<file path="config.mk">
export PLATFORM = sky130hd
export DESIGN_NAME = writeback_commit
export DESIGN_NICKNAME = d
export VERILOG_FILES = /design/src/rtl/writeback_commit.sv
export SDC_FILE = /design/constraint.sdc
export NUM_CORES = 2
export LEC_CHECK = 0
export ABC_AREA = 1
export CORE_MARGIN = 5
export CORE_UTILIZATION = 40
export CTS_BUF_LIST = sky130_fd_sc_hd__clkbuf_8 sky130_fd_sc_hd__clkbuf_16
export DETAILED_ROUTE_END_ITERATION = 16
export MAX_ROUTING_LAYER = met4
export PLACE_DENSITY_LB_ADDON = 0.2
export SLEW_MARGIN = 20
export SYNTH_ARGS = -nofsm -noshare
export SYNTH_HDL_FRONTEND = slang
export SYNTH_SLANG_ARGS = --single-unit
</file>
<file path="constraint.sdc">
create_clock -name clk_i -period 6.3 [get_ports clk_i]
set_clock_uncertainty 0.15 [all_clocks]
set_input_delay 0.63 -clock clk_i [delete_from_list [all_inputs] [get_ports clk_i]]
set_output_delay 0.63 -clock clk_i [all_outputs]
set_load 0.1 [all_outputs]
</file>
<file path="src/rtl/writeback_commit.sv">
// Writeback/commit stage: commits the EX/WB bundle to the 32x32 register file, traps on exception bits, counts retirements.
// Writes land one edge after the commit cycle; optional same-cycle read forwarding under WB_BYPASS_EN.
module writeback_commit #(
    parameter int unsigned KILL_CYCLES = 3,
    parameter logic [31:0] HANDLER_PC  = 32'h0000_2000
) (
    input  logic        clk_i,
    input  logic        rsn_i,
    input  logic [31:0] write_int_write_data_i,
    input  logic [4:0]  write_write_addr_i,
    input  logic        write_int_write_enable_i,
    input  logic [31:0] write_exc_bits_i,
    input  logic [31:0] write_instruction_i,
    input  logic [31:0] write_pc_i,
    input  logic [4:0]  rs1_addr_i,
    input  logic [4:0]  rs2_addr_i,
    output logic [31:0] rs1_data_o,
    output logic [31:0] rs2_data_o,
    output logic        kill_o,
    output logic        redirect_valid_o,
    output logic [31:0] redirect_pc_o,
    output logic [31:0] mepc_o,
    output logic [31:0] mcause_o,
    output logic [31:0] mtval_o,
    output logic [63:0] minstret_o
);

    typedef enum logic {IDLE, FLUSH} state_t;

    state_t      state;
    logic [3:0]  cnt;
    logic [31:0] regs [32];
    logic        is_idle;
    logic        clean;
    logic        fault;
    logic [4:0]  cause;

    assign is_idle = (state == IDLE);
    assign clean   = is_idle && write_int_write_enable_i && (write_exc_bits_i == '0);
    assign fault   = is_idle && write_int_write_enable_i && (write_exc_bits_i != '0);

    // Scan from the top so the lowest set bit wins.
    always_comb begin
        cause = '0;
        for (int i = 31; i >= 0; i--) begin
            if (write_exc_bits_i[i]) cause = 5'(i);
        end
    end

    always_ff @(posedge clk_i or negedge rsn_i) begin
        if (!rsn_i) begin
            state            <= IDLE;
            cnt              <= '0;
            kill_o           <= 1'b0;
            redirect_valid_o <= 1'b0;
            mepc_o           <= '0;
            mcause_o         <= '0;
            mtval_o          <= '0;
            minstret_o       <= '0;
            for (int i = 0; i < 32; i++) regs[i] <= '0;
        end else begin
            case (state)
                IDLE: begin
                    if (fault) begin
                        state            <= FLUSH;
                        cnt              <= 4'(KILL_CYCLES - 1);
                        kill_o           <= 1'b1;
                        redirect_valid_o <= 1'b1;
                        mepc_o           <= write_pc_i;
                        mtval_o          <= write_instruction_i;
                        mcause_o         <= {27'd0, cause};
                    end else if (clean) begin
                        minstret_o <= minstret_o + 64'd1;
                        if (write_write_addr_i != '0)
                            regs[write_write_addr_i] <= write_int_write_data_i;
                    end
                end
                FLUSH: begin
                    redirect_valid_o <= 1'b0;
                    if (cnt == '0) begin
                        state  <= IDLE;
                        kill_o <= 1'b0;
                    end else begin
                        cnt <= cnt - 4'd1;
                    end
                end
                default: state <= IDLE;
            endcase
        end
    end

    assign redirect_pc_o = redirect_valid_o ? HANDLER_PC : 32'd0;

    always_comb begin
        rs1_data_o = (rs1_addr_i == '0) ? 32'd0 : regs[rs1_addr_i];
        rs2_data_o = (rs2_addr_i == '0) ? 32'd0 : regs[rs2_addr_i];
`ifdef WB_BYPASS_EN
        // Forward only commits that will actually be written at the coming edge.
        if (rsn_i && clean && (write_write_addr_i != '0)) begin
            if (rs1_addr_i == write_write_addr_i) rs1_data_o = write_int_write_data_i;
            if (rs2_addr_i == write_write_addr_i) rs2_data_o = write_int_write_data_i;
        end
`endif
    end

endmodule
</file>
## Word level (Yosys, flattened, before mapping)

Index checks and enable logic that the tools add are counted.

- Equality and inequality tests: 3
- Muxes and demuxes: 54
- Order comparisons: 4
- $add $sub $neg: 2
- Reduce and logical (&&, ||, !) cells: 15
- Bitwise operators: 5

Operators by type and width:

| kind | number |
|---|---|
| $bwmux W1024 | 1 |
| $bmux W32 S5 | 2 |
| $mux W32 | 7 |
| $demux W32 S5 | 1 |
| $mux W5 | 32 |
| $add A64 B1 Y64 const B | 1 |
| $logic_not A32 Y1 | 1 |
| $reduce_bool A32 Y1 | 1 |
| $ge A6 B6 Y1 const B | 3 |
| $not A5 Y6 | 3 |
| $mux W14 | 1 |
| $logic_not A5 Y1 | 2 |
| $mux W4 | 2 |
| $pmux W4 S2 | 1 |
| $lt A6 B1 Y1 const B | 1 |
| $pmux W1 S2 | 3 |
| $reduce_and A2 Y1 | 3 |
| $reduce_bool A5 Y1 | 1 |
| $logic_and A1 B1 Y1 | 4 |
| $logic_not A4 Y1 | 1 |
| $mux W1 | 4 |
| $ne A2 B1 Y1 const B | 2 |
| $reduce_and A4 Y1 | 1 |
| $sub A4 B1 Y4 const B | 1 |
| other kinds (3) | 4 |

- Input port bits: 146
- Flip-flop bits (word level): 1164
- Logic and storage cells: 123
- Output and inout bits: 258

## Depth between registers and ports, before layout

- Depth in word-level cells: 32
- Mapped depth: 33
- Gate-level depth less buffers: 33

## Worst setup path before layout

No wires, ideal clock.

- Kind: input port to output port
- From: input rs1_addr_i[0]
- To: output rs1_data_o[9]
- Path slack: 1.201 ns
- Cell stages on the path: 10
- Required time: 5.520 ns
- Arrival time: 4.319 ns
- Path buffers: 4
- Path through: clkbuf_1 -> clkbuf_1 -> clkbuf_1 -> buf_1 -> a21oi_1 -> o21ai_0 -> nand3_1 -> o311ai_0 -> nor2_1 -> a211oi_1

- Longest elaborated chain between the ends: 5
- Elaborated cells on any way between the ends: 6
- Those cells by class: mux (4); bitwise (1); reduce/logical (1)

RTL lines:

| element | RTL line | text |
|---|---|---|
| start, declared | 15 | `input logic [4:0] rs1_addr_i,` |
| $not A5 Y6 (implied by the code) | 95 | `rs1_data_o = (rs1_addr_i == '0) ? 32'd0 : regs[rs1_addr_i];` |
| $bmux W32 S5 | 95 |  |
| $mux W32 (implied by the code) (2 in series) | 95 |  |
| $mux W32 (*) | 95 |  |
| end, declared | 17 | `output logic [31:0] rs1_data_o,` |

Mark *: on every way between the ends. The rest lies on a longest branch, timed or not. The select of a mux whose other input is x is not followed.

## Worst setup path after layout

- From: input rs2_addr_i[1]
- To: output rs2_data_o[25]

- Longest elaborated chain between the ends: 5
- Elaborated cells on any way between the ends: 6
- Those cells by class: mux (4); bitwise (1); reduce/logical (1)

RTL lines:

| element | RTL line | text |
|---|---|---|
| start, declared | 16 | `input logic [4:0] rs2_addr_i,` |
| $not A5 Y6 (implied by the code) | 96 | `rs2_data_o = (rs2_addr_i == '0) ? 32'd0 : regs[rs2_addr_i];` |
| $bmux W32 S5 | 96 |  |
| $mux W32 (implied by the code) (2 in series) | 96 |  |
| $mux W32 (*) | 96 |  |
| end, declared | 18 | `output logic [31:0] rs2_data_o,` |

Marked as above.

==> results.cfg <==
[worst_setup_path]
timing.critical_path.slowest_stage_cell = a21oi_1
critical_path.startpoint_type = input pin
crit_chain = clkbuf_8 > inv_8 > o21ai_0 > o22ai_1 > nor2_1 > o311ai_0 > nand2_1 > a21oi_1 > buf_12
rr_worst_depth = 7
rrSetupSlack_ns = 2.52
critPathMaxStageDelay_ns = 0.81
setup.worst_path.end_class = output port
setup.worst_path.class = in2out
critical_path_depth = 9
number_of_buffer_and_inverter_instances_along_the_worst_setup_path = 3
critical_path_peak_fanout = 99
required_ns = 5.52
path_delay_family = compound AO/OA/AOI/OAI gates
worstPathArrival_ns = 4.26

[floorplan]
fp.dieArea_um2 = 160000
num_io_pins = 404
start_util_pct = 40.2
number_of_cell_rows = 143
die_height_um = 401
die_width_um = 401
core_area_um2 = 152000

[timing]
setup-tns-final_ns = 0
max_clock_freq_mhz = 199
setup_ws_ns = 1.26
layout_worst_path_cycle_share_pct = 79.9
tightestPinTransition_ns = 1.22
timing.final.max_slew_violations = 0
post-route-min-period_ns = 5.04
slew-limit-headroom_pct = 19.0
timing_hold_violations_final = 0
report.final.setup_viol = 0
grt_setup_unrepaired = no

[placement]
worst_slack_at_placement_ns = 1.44
place.gp.congestion = 0.859
port_buffers = 345
hpwl_um = 136000
post_dp_cell_area_um2 = 65400

[drt]
antenna_violating_nets_post_route = 0
detailedRoute.firstIterationViolations = 8044
detail_route.vias_per_cell = 6.06
route.final.wire_length_um = 249000
drc = 0
drtPass1Iterations = 9
post_drt_wl_per_cell_um = 25.0
route.vias.total = 60400

[clock_tree]
cts_max_path_buffers = 3
cts_resized = 0
tritoncts = yes
clockRootBuffer = clkbuf_16
cts.reportedPaths.clkPinSlew_ns = 0.06
cts_made_buffers = 136
htree_num_levels = 4
cts_setup_buffers = 0
cts-hold-fix-buffers = 1
tritoncts_num_sinks = 1164
worst_skew_pair.late_latency_ns = 0.77

[global_route]
grt_pass1_vias = 56500
grt-ovfl-total = 0
wire_length_of_the_first_global_routing_pass_um = 369000
grt_antenna_before_repair = 5
grt_usage_pct = 30.6
maximum_number_of_pins_on_one_net_before_global_route_repair = 191

[logic_synthesis]
yosysWarningCount = 0
synthFlopType = dfrtp_1
synth_compound_area_share_pct = 25.4
synth_cell_area_um2 = 61000
synth.yosys.seq_area_share_pct = 47.7
yosys.area_share.adder_pct = 0.0410
syn_avg_cell_area_um2 = 7.63
async_set_or_reset_flop_fraction_in_the_synthesized_netlist_pct = 100
synth.mux.area_fraction_pct = 0
ys_types = 46
synthCells = 8003
combinational_family_with_the_most_area_after_synthesis = compound AO/OA/AOI/OAI gates
ys_ff_latch = 1164
synth_edf_count = 0
synthSimpleGateAreaFrac_pct = 19.0
xor_and_xnor_area_share_after_synthesis_pct = 0.918

[worst_hold_path]
worstHoldPathType = in2reg
worstHoldPathCells = 3

[finish]
layout-drive-gt1-share_pct = 5.96
areaGrowthSynthToFinish_pct = 14.4
finish.instance_area_um2 = 69800
final_net_count = 7982

[power]
leakage_nw = 31.3
power-per-cell-area_nw_per_um2 = 295
peakVddDrop_mv = 0.435

[run]
maximum_capacitance_violations = 0

[outcome]
run_status = finished, final reports clean
-- path summary, 6_finish.rpt --
check,endpoint,from
worst max-delay path,rs2_data_o[25],rs2_addr_i[1]
worst min-delay path,mepc_o[23],write_pc_i[23]
worst max register to register,regs[403],state
worst min register to register,regs[1021],regs[1021]
max in group asynchronous,regs[904],rsn_i
min in group asynchronous,minstret_o[61],rsn_i
-- worst reg2reg max path, stage by stage, from the launching register on --
cell	delay (ns)
dfrtp_1	0.37
inv_1	0.09
nand2_1	0.12
nor4_4	0.33
nand2_4	0.25
nor3_2	0.90
nand2_4	0.96
o21ai_0	0.52
-- cell type report --
| type | count | area, um^2 |
|---|---|---|
| Fill cell | 14900 | 82100 |
| Sequential cell | 1164 | 29100 |
| Multi-Input combinational cell | 5819 | 28100 |
| Timing Repair Buffer | 465 | 4750 |
| Clock buffer | 164 | 3820 |
| Tap cell | 2030 | 2540 |
| Inverter | 248 | 973 |
| Clock inverter | 75 | 534 |
| Antenna cell | 4 | 10.0 |
-- layout by cell type, fill, tap and decap left out, drive strengths merged, types with 8 or more instances in the layout --
| cell type | instances |
|---|---|
| o21ai | 1960 |
| nand2 | 1452 |
| nor2 | 1208 |
| dfrtp | 1164 |
| inv | 283 |
| clkdlybuf4s50 | 270 |
| o221ai | 255 |
| a21oi | 204 |
| o22ai | 199 |
| buf | 193 |
| nand3 | 178 |
| clkbuf | 165 |
| conb | 58 |
| a31oi | 51 |
| xor2 | 51 |
| nor3 | 51 |
| clkinv | 29 |
| o211ai | 22 |
| o311ai | 21 |
| nand4 | 18 |
| a311oi | 14 |
| xnor2 | 13 |
| a211oi | 13 |
| a32o | 11 |
| nor4 | 11 |
| o21bai | 9 |
| o31ai | 8 |
-- per-layer routing --
metal  wire, um  vias to the layer above  track usage (%)
li1           -                    26800                -
met1     101000                    29200             40.4
met2     108000                     3715             44.9
met3      27700                      729             7.37
met4      12000                        0             13.7
met5          0                        -                -
-- cells in the mapped netlist (24+ instances only) --
library cell | n | area share, %
o221ai_1 | 255 | 3.7
buf_1 | 29 | 0.18
o22ai_1 | 199 | 2.0
o21ai_1 | 49 | 0.40
nor2_1 | 1207 | 7.4
nand2_2 | 24 | 0.25
nand3_1 | 176 | 1.4
buf_4 | 59 | 0.73
inv_1 | 242 | 1.5
dfrtp_1 | 1164 | 48
nand2_1 | 1427 | 8.8
o21ai_0 | 1911 | 16
clkbuf_1 | 739 | 4.5
a21oi_1 | 204 | 1.7
xor2_1 | 51 | 0.73
a31oi_1 | 51 | 0.52
nor3_1 | 43 | 0.35
-- state kept, by name, summed over array words and instances, names as in the netlist --
signal / flops
kill_o: 1
redirect_valid_o: 1
cnt: 4
state: 1
mcause_o: 5
minstret_o: 64
regs: 1024
mepc_o: 32
mtval_o: 32
-- cells by family (layout without fill, tap and decap cells) --
kind of cell    Yosys count  in the layout
fa+ha+maj                 2              2
other cells               1             62
simple gates           2923           2923
buf+inv                1077            952
flops                  1164           1164
compound gates         2772           2772
xor+xnor                 64             64
-- through the flow --
stage,instances,utilization [%],hold slack [ns],power (mW)
3_5_place_dp,9725,43.1,0.240,12.9
3_3_place_gp,9725,43.1,0.237,12.8
5_1_grt,9969,46.0,0.222,21.3
4_1_cts,9965,45.9,0.183,20.7
2_1_floorplan,8060,-,0.184,11.3
6_report,9969,46.0,0.241,20.6
-- report_power, final --
group	switching (mW)	total (mW)	internal, mW
logic	3.89	4.94	1.05
clock network	3.34	7.84	4.50
registers	0.124	7.83	7.71
No activity file was read; power rests on OpenSTA's default activity.
